## src/rtl/morse_pkg.sv

```systemverilog
// ============================================================================
// Module      : morse_pkg
// Description : Shared Morse symbol packing, state encoding and slot search.
//               WGAP exists only when MORSE_ENCODER_REPEAT_EN is defined.
// Revision    : 1.0 - initial release
// ============================================================================
`default_nettype none

package morse_pkg;

  localparam int CODE_W = 10;
  localparam int SLOTS  = 5;

  localparam logic [1:0] SYM_DOT  = 2'b01;
  localparam logic [1:0] SYM_DASH = 2'b11;

  typedef enum logic [2:0] {
    IDLE   = 3'd0,
    SCAN   = 3'd1,
    ON     = 3'd2,
    OFF    = 3'd3,
    FINISH = 3'd4
`ifdef MORSE_ENCODER_REPEAT_EN
    , WGAP = 3'd5
`endif
  } morse_state_t;

  typedef struct packed {
    logic       found;
    logic [2:0] idx;
  } slot_sel_t;

  // Highest slot strictly below 'below' whose bit0 marks a real symbol.
  function automatic slot_sel_t find_slot(input logic [CODE_W-1:0] word,
                                          input logic [2:0]        below);
    slot_sel_t sel;
    sel = '0;
    for (int i = 0; i < SLOTS; i++) begin
      if ((i < int'(below)) && ((word[2*i +: 2] & SYM_DOT) == SYM_DOT)) begin
        sel.found = 1'b1;
        sel.idx   = 3'(i);
      end
    end
    return sel;
  endfunction

endpackage

`default_nettype wire

```

## src/rtl/morse_unit_timer.sv

```systemverilog
// ============================================================================
// Module      : morse_unit_timer
// Description : Phase timer; expired flags the last cycle of units*UNIT_CYCLES.
// Revision    : 1.0 - initial release
// ============================================================================
`default_nettype none

module morse_unit_timer #(
  parameter  int UNIT_CYCLES = 25_000_000,
  parameter  int MAX_UNITS   = 7,
  localparam int UW          = $clog2(MAX_UNITS + 1),
  localparam int CW          = $clog2(MAX_UNITS * UNIT_CYCLES + 1)
) (
  input  logic          clock,
  input  logic          resetn,
  input  logic          clear,
  input  logic [UW-1:0] units,
  output logic          expired
);

  logic [CW-1:0] r_count;
  logic [CW-1:0] r_last;
  logic [CW-1:0] w_last;

  assign w_last  = CW'(units) * CW'(UNIT_CYCLES) - CW'(1);
  assign expired = (r_count == r_last);

  always_ff @(posedge clock) begin
    if (!resetn) begin
      r_count <= '0;
      r_last  <= '0;
    end else if (clear) begin
      r_count <= '0;
      r_last  <= w_last;
    end else if (!expired) begin
      r_count <= r_count + CW'(1);
    end
  end

endmodule

`default_nettype wire

```

## src/rtl/morse_encoder.sv

```systemverilog
// ============================================================================
// Module      : morse_encoder
// Description : Flashes a packed 5-slot Morse word on led, highest slot first.
//               Define MORSE_ENCODER_REPEAT_EN to replay while start is held.
// Revision    : 1.0 - initial release
// ============================================================================
`default_nettype none

module morse_encoder
  import morse_pkg::*;
#(
  parameter int UNIT_CYCLES    = 25_000_000,
  parameter int DOT_UNITS      = 1,
  parameter int DASH_UNITS     = 3,
  parameter int GAP_UNITS      = 1,
  parameter int WORD_GAP_UNITS = 7
) (
  input  logic              clock,
  input  logic              resetn,
  input  logic              start,
  input  logic [CODE_W-1:0] code,
  output logic              led,
  output logic              busy,
  output logic              done
);

  localparam int MAX_A     = (DOT_UNITS > DASH_UNITS) ? DOT_UNITS : DASH_UNITS;
  localparam int MAX_B     = (GAP_UNITS > WORD_GAP_UNITS) ? GAP_UNITS : WORD_GAP_UNITS;
  localparam int MAX_UNITS = (MAX_A > MAX_B) ? MAX_A : MAX_B;
  localparam int UW        = $clog2(MAX_UNITS + 1);

  morse_state_t      r_state, w_state_nxt;
  logic [CODE_W-1:0] r_word;
  logic [2:0]        r_slot, w_slot_nxt;
  logic              w_slot_load;
  logic              r_armed;
  logic              r_busy, w_busy_nxt;
  logic              w_latch;
  logic              w_tclear;
  logic [UW-1:0]     w_units;
  logic              w_expired;
  slot_sel_t         w_first, w_next;
`ifdef MORSE_ENCODER_REPEAT_EN
  slot_sel_t         w_top;
`endif

  function automatic logic [UW-1:0] on_units(input logic [1:0] sym);
    return (sym == SYM_DASH) ? UW'(DASH_UNITS) : UW'(DOT_UNITS);
  endfunction

  // The slot search is purely combinational, so SCAN never occupies a cycle.
  assign w_first = find_slot(code, 3'(SLOTS));
  assign w_next  = find_slot(r_word, r_slot);
`ifdef MORSE_ENCODER_REPEAT_EN
  assign w_top   = find_slot(r_word, 3'(SLOTS));
`endif

  morse_unit_timer #(
    .UNIT_CYCLES (UNIT_CYCLES),
    .MAX_UNITS   (MAX_UNITS)
  ) u_timer (
    .clock   (clock),
    .resetn  (resetn),
    .clear   (w_tclear),
    .units   (w_units),
    .expired (w_expired)
  );

  always_comb begin
    w_state_nxt = r_state;
    w_latch     = 1'b0;
    w_slot_load = 1'b0;
    w_slot_nxt  = r_slot;
    w_tclear    = 1'b0;
    w_units     = UW'(GAP_UNITS);
    case (r_state)
      IDLE: begin
        if (start && r_armed) begin
          w_latch = 1'b1;
          if (w_first.found) begin
            w_state_nxt = ON;
            w_slot_load = 1'b1;
            w_slot_nxt  = w_first.idx;
            w_tclear    = 1'b1;
            w_units     = on_units(code[{w_first.idx, 1'b0} +: 2]);
          end else begin
            w_state_nxt = FINISH;
          end
        end
      end
      ON: begin
        if (w_expired) begin
          w_state_nxt = OFF;
          w_tclear    = 1'b1;
          w_units     = UW'(GAP_UNITS);
        end
      end
      OFF: begin
        if (w_expired) begin
          if (w_next.found) begin
            w_state_nxt = ON;
            w_slot_load = 1'b1;
            w_slot_nxt  = w_next.idx;
            w_tclear    = 1'b1;
            w_units     = on_units(r_word[{w_next.idx, 1'b0} +: 2]);
`ifdef MORSE_ENCODER_REPEAT_EN
          end else if (start) begin
            w_state_nxt = WGAP;
            w_tclear    = 1'b1;
            w_units     = UW'(WORD_GAP_UNITS);
`endif
          end else begin
            w_state_nxt = FINISH;
          end
        end
      end
`ifdef MORSE_ENCODER_REPEAT_EN
      WGAP: begin
        if (w_expired) begin
          if (start) begin
            w_state_nxt = ON;
            w_slot_load = 1'b1;
            w_slot_nxt  = w_top.idx;
            w_tclear    = 1'b1;
            w_units     = on_units(r_word[{w_top.idx, 1'b0} +: 2]);
          end else begin
            w_state_nxt = FINISH;
          end
        end
      end
`endif
      FINISH:  w_state_nxt = IDLE;
      default: w_state_nxt = IDLE;
    endcase
  end

  // An empty word goes straight from IDLE to FINISH and keeps busy for that cycle.
  assign w_busy_nxt = (w_state_nxt != IDLE) &&
                      !((w_state_nxt == FINISH) && (r_state != IDLE));

  always_ff @(posedge clock) begin
    if (!resetn) begin
      r_state <= IDLE;
      r_word  <= '0;
      r_slot  <= '0;
      r_armed <= 1'b1;
      r_busy  <= 1'b0;
    end else begin
      r_state <= w_state_nxt;
      r_busy  <= w_busy_nxt;
      if (w_latch) begin
        r_word <= code;
      end
      if (w_slot_load) begin
        r_slot <= w_slot_nxt;
      end
      if (w_latch) begin
        r_armed <= 1'b0;
      end else if ((r_state == IDLE) && !start) begin
        r_armed <= 1'b1;
      end
    end
  end

  assign led  = (r_state == ON);
  assign done = (r_state == FINISH);
  assign busy = r_busy;

endmodule

`default_nettype wire

```

## config.mk

```make
export PLATFORM = sky130hd
export DESIGN_NAME = morse_encoder
export DESIGN_NICKNAME = d
export VERILOG_FILES = /design/src/rtl/morse_pkg.sv /design/src/rtl/morse_unit_timer.sv /design/src/rtl/morse_encoder.sv
export SDC_FILE = /design/constraint.sdc
export NUM_CORES = 1
export LEC_CHECK = 0
export CAP_MARGIN = 20
export CORE_MARGIN = 1
export CORE_UTILIZATION = 55
export DETAILED_ROUTE_END_ITERATION = 16
export PLACE_DENSITY = 0.83
export SETUP_SLACK_MARGIN = 0.05
export SYNTH_ARGS = -nofsm -noshare
export SYNTH_HDL_FRONTEND = slang
export SYNTH_SLANG_ARGS = --single-unit
```

## constraint.sdc

```tcl
create_clock -name clock -period 6.5 [get_ports clock]
set_input_delay 0.975 -clock clock [delete_from_list [all_inputs] [get_ports clock]]
set_output_delay 0.975 -clock clock [all_outputs]
set_load 0.005 [all_outputs]
```

==> reports/results.ini, run 1 <==
[synth]
synth_seq_area_share_pct = 39.6
synth_seq_cells = 49
syn-cell-area_sq_um = 2480
yosysWarningCount = 0
synth.area.top_cells = dfxtp_1, nor2_1, nand2_1, xor2_1, a21oi_1
synthFlopType = dfxtp_1
synth-async-reset-ratio_pct = 0
syn_area_per_cell_sq_um = 8.12
yosysTopAreaCellShare_pct = 39.6
synth_nets = 319
ys_types = 50
synth_top_cell_by_area = dfxtp_1
synthCells = 305
synth_edf_count = 0

[route]
ant_nets = 0
routed-wl-met2_mm = 2.60
vias = 2181
wl_met1_mm = 2.40
routed_wl_mm = 5.23
dr.first_iter.drc_count = 100
drcViolationCount = 0
post_drt_wl_per_cell_um = 14.1
drt-pass1-iter-count = 4
top_layer = met4
viasPerCell = 5.89
dr_wl_met3_um = 164

[pwr]
power_density_nw_per_um2 = 243
leakagePower_uw = 0.000964
ir_worst_vdd_mv = 0.164

[placement]
place_ws_ns = 3.05
routabilityCongestion = 0.878
numPortBuffers = 15
dp.final_hpwl_mm = 3.65

[floorplanning]
io_pins = 16
die_area_sq_um = 4780
rows = 24
dieWidth_um = 69.1
chipHeight_um = 69.1
core_area_sq_um = 4350
start_util_pct = 56.9

[timing]
grt_setup_unrepaired = no
max_freq_mhz = 318
hold_ws_ns = 0.466
hold_viol = 0
slew_violations = 0
period_share_pct = 48.4
tightest_slew_ns = 0.752
fin_skew_ns = 0.0108
tns_ns = 0
setup_viol = 0
layout_setup_ws_ns = 3.35
slew_headroom_pct = 49.5
period_needed_ns = 3.15

[clock_tree]
cts_sinks = 49
cts_setup_buffers = 0
clk_latency_ns = 0.31
cts_resized = 0
root_buffer = clkbuf_8
holdBufCountCts = 0
cts_max_level = 2
clk_pin_slew_ns = 0.10
cts_made_buffers = 5
cts_buffer_depth = 2
cts_tree = done

[finish]
antenna_cells = 0
nets = 331
nFillCells = 371
drive_above_1_share_pct = 5.03
syn_to_final_growth_pct = 12.3

[critical_path]
path_class = input port to flip-flop
start_kind = input port
worst_setup_path_end_kind = flip-flop
crit_required_ns = 6.74
cp_max_fo = 18
worstPathArrival_ns = 3.39
reg2regPathDepth = 6

[grt]
grt_use_total_pct = 23.1
grt_max_degree = 30
antenna_found_initial = 0
grt-ovfl-total = 0
grt_pass1_wl_mm = 9.00
first_global_vias = 2061

[worst_hold_path]
hold_path.class = flip-flop to flip-flop
hold_depth = 2

[flow_run]
cap_violations = 0

[outcome]
status = completed

synth_stat cells, drive strengths merged (6+ instances only):
master,n
or3,7
nor2,40
nand4,8
a21oi,20
nand2,39
clkbuf,7
dfxtp,49
and3,11
xnor2,7
inv,6
nor3,11
xor2,14
a211oi,6
nand3,13
o21ai,13
cells in the final DEF, fill, tap and decap left out, drive strengths merged, types with 2 or more instances in the layout:
| master | count |
|---|---|
| dfxtp | 49 |
| nor2 | 40 |
| nand2 | 39 |
| a21oi | 20 |
| clkdlybuf4s50 | 15 |
| xor2 | 14 |
| nand3 | 13 |
| o21ai | 13 |
| and3 | 11 |
| nor3 | 11 |
| nand4 | 8 |
| or3 | 7 |
| xnor2 | 7 |
| inv | 6 |
| a211oi | 6 |
| clkbuf | 5 |
| and2 | 4 |
| o31ai | 4 |
| o2111ai | 4 |
| nand2b | 3 |
| nor4 | 3 |
| or4 | 3 |
| nor2b | 3 |
| mux2i | 3 |
| o211a | 2 |
| and4 | 2 |
| a31o | 2 |
sequential cells by signal (all words and copies together), names as in the netlist:
signal and cells:
u_timer.r_last 3, r_state 3, busy 1, r_slot 3, r_armed 1, r_word 10, u_timer.r_count 28
power breakdown:
| part | internal [uW] | switching [uW] |
|---|---|---|
| clock | 115 | 105 |
| sequential | 315 | 20.1 |
| combinational | 50.8 | 69.8 |
stage by stage:
stage          util, %  instance area (sq um)  total power (uW)  instances
6_report          63.9                   2780               676        370
5_1_grt           63.9                   2780               710        370
4_1_cts           63.6                   2770               675        369
3_5_place_dp      60.9                   2650               458        361
3_3_place_gp      60.9                   2650               456        361
2_1_floorplan        -                   2480               424        305
worst max-delay path, stage by stage:
cell,delay (ns)
clkdlybuf4s50_1,0.51
or4_1,0.56
o21ai_0,0.61
o311ai_4,0.36
buf_8,0.25
a21oi_1,0.11
layout make-up:
cell class	count	area, sq um	share of cell area (%)
well taps	52	65.1	2.34
flip-flops and latches	49	981	35.3
multi-input cells	239	1430	51.5
clock inverters	3	46.3	1.66
inverters	6	22.5	0.809
clock buffers	5	68.8	2.47
repair buffers	16	165	5.94
layer usage:
| metal | track usage (%) | vias up |
|---|---|---|
| li1 | - | 1118 |
| met1 | 28.8 | 1014 |
| met2 | 39.5 | 43 |
| met3 | 4.82 | 6 |
| met4 | 7.71 | 0 |
| met5 | 0 | - |
cell families (layout without fill, tap and decap cells):
group                      count (synthesis)  in the layout  synth area share, %
muxes                                      3              3                 1.21
xor gates and xnor gates                  21             21                 7.42
buffers and inverters                     17             30                 2.93
adders and majority gates                  1              1                0.505
AOI/OAI and AO/OA                         63             63                 18.6
DFF                                       49             49                 39.6
and+or+nand+nor                          151            151                 29.7
final timing paths:
check,slack (ns),endpoint,startpoint
worst max register to register,3.94,u_timer.r_count[12],u_timer.r_last[12]
worst min register to register,0.47,r_word[7],r_word[7]
worst max-delay path,3.35,u_timer.r_count[23],code[6]
worst min-delay path,0.47,r_word[7],r_word[7]
(Power assumes the default switching activity.)
==> run 2, diff against run 1 <==
- CORE_UTILIZATION: 55 -> 53
- clock period: 6.5 -> 2.7 ns (I/O delays scaled with it)
==> reports/results.ini, run 2 (same netlist as run 1, synthesis figures left out) <==
[pwr]
p_sw_uw = 453  ; +130%
total_power_uw = 1520  ; +130%
p_seq_share_pct = 52.9  ; +3.3 points
swShare_pct = 29.7  ; +0.86 points
pwr-share-clk_pct = 27.3  ; -5.3 points
ir_worst_vdd_mv = 0.376  ; +130%
power.internal_uw = 1070  ; +120%
power_density_nw_per_um2 = 544  ; +120%
leakagePower_uw = 0.000991  ; +2.8%
p_comb_share_pct = 19.8  ; +2.0 points

[floorplanning]
die_area_sq_um = 4950  ; +3.7%
io_pins = 16  ; unchanged
core_area_sq_um = 4410  ; +1.4%
rows = 24  ; unchanged
start_util_pct = 56.1  ; -0.77 points
chipHeight_um = 70.4  ; +1.8%
dieWidth_um = 70.4  ; +1.8%

[route]
drt-pass1-iter-count = 4  ; unchanged
dr.first_iter.drc_count = 130  ; +30%
vias = 2272  ; +4.2%
ant_nets = 0  ; unchanged
drcViolationCount = 0  ; unchanged
viasPerCell = 6.01  ; +2.0%
routed_wl_mm = 5.21  ; -0.21%
post_drt_wl_per_cell_um = 13.8  ; -2.3%

[timing]
tightest_slew_ns = 0.628  ; -0.124 ns
fin_skew_ns = 0.00922  ; -0.00157 ns
setup_viol = 0  ; unchanged
max_freq_mhz = 407
hold_viol = 0  ; unchanged
slew_headroom_pct = 57.9  ; +8.4 points
slew_violations = 0  ; unchanged
grt_setup_unrepaired = no
tns_ns = 0  ; unchanged
period_needed_ns = 2.46
period_share_pct = 91.1

[flow_run]
cap_violations = 0  ; unchanged

[grt]
antenna_found_initial = 0  ; unchanged
grt_pass1_wl_mm = 9.25  ; +2.8%
grt-ovfl-total = 0  ; unchanged
grt_max_degree = 16  ; -47%
first_global_vias = 2165  ; +5.0%
grt_use_total_pct = 22.7  ; -0.37 points

[clock_tree]
clk_pin_slew_ns = 0.09  ; about the same
holdBufCountCts = 0  ; unchanged
root_buffer = clkbuf_8
cts_max_level = 2  ; unchanged
cts_made_buffers = 5  ; unchanged
cts_resized = 0  ; unchanged
clk_latency_ns = 0.30  ; about the same
cts_tree = done
cts_sinks = 49  ; unchanged
cts_buffer_depth = 2  ; unchanged

[critical_path]
crit_required_ns = 2.89  ; -3.85 ns
start_kind = flip-flop
worstPathArrival_ns = 2.65  ; -0.74 ns
cp_max_fo = 12  ; -6
worst_setup_path_end_kind = flip-flop
path_class = flip-flop to flip-flop

[finish]
drive_above_1_share_pct = 7.06  ; +2.0 points
final_common_cell = dfxtp_1
nets = 339  ; +2.4%
top_regs = u_timer.r_count: 28 flops, r_word: 10 flops
antenna_cells = 0  ; unchanged
layout_common_cells = dfxtp_1, nor2_1, nand2_1
regMostFlops = u_timer.r_count
syn_to_final_growth_pct = 13.1
stdcell_count = 378  ; +2.2%
largest_reg_flops = 28  ; unchanged
finish.utilization_pct = 63.5  ; -0.42 points

[placement]
dp.final_hpwl_mm = 3.82  ; +4.7%
routabilityCongestion = 0.840  ; -4.3%
place_inst = 370  ; +2.5%
numPortBuffers = 15  ; unchanged

[outcome]
status = completed

[worst_hold_path]
hold_path.class = flip-flop to flip-flop

==> run 2: cell type report <==
class / instances / area [sq um]
Timing Repair Buffer: 24 / 218
Inverter: 6 / 22.5
Tap cell: 52 / 65.1
Multi-Input combinational cell: 239 / 1430
Clock buffer: 6 / 72.6
Sequential cell: 49 / 981
Clock inverter: 2 / 10.0
Fill cell: 367 / 1610
==> run 2: through the flow <==
step	worst slack [ns]	hold WS, ns	area (sq um)
2_1_floorplan	0.560	0.432	2480
3_3_place_gp	0.297	0.446	2720
3_5_place_dp	0.238	0.452	2720
4_1_cts	0.196	0.464	2800
5_1_grt	0.0657	0.489	2800
6_report	0.240	0.463	2800
==> run 2: critical path, stage by stage, from the launching register on <==
cell	delay, ns
dfxtp_1	0.39
nand2_1	0.07
a2111oi_1	0.60
o2111ai_4	0.36
o311ai_4	0.58
buf_4	0.29
nor2_1	0.07
==> run 2: path summary, 6_finish.rpt <==
kind	startpoint	depth (start not counted)	slack, ns	to
setup / recovery	u_timer.r_last[12]	6	0.24	u_timer.r_count[17]
hold / removal	r_word[9]	2	0.46	r_word[9]
setup reg to reg	u_timer.r_last[12]	6	0.24	u_timer.r_count[17]
hold reg to reg	r_word[9]	2	0.46	r_word[9]
==> run 2: routing by layer <==
metal / up-vias / track usage, % / wire length [um]
li1: 1140 / - / -
met1: 1070 / 27.9 / 2390
met2: 53 / 39.2 / 2540
met3: 9 / 4.18 / 212
met4: 0 / 8.44 / 75
met5: - / 0 / 0
==> run 2: timing repair <==
item,in CTS,in global routing
hold endpoints to repair,0,0
endpoints found under the setup margin,0,2
buffers inserted,0,0
==> run 2: power groups by stage <==
| stage | Combinational [uW] | Clock, uW | Sequential (uW) |
|---|---|---|---|
| floorplan | 219 | 0 | 803 |
| global placement | 292 | 0 | 821 |
| detailed placement | 298 | 0 | 823 |
| CTS | 301 | 424 | 806 |
| global route | 333 | 450 | 814 |
| finish | 301 | 416 | 806 |
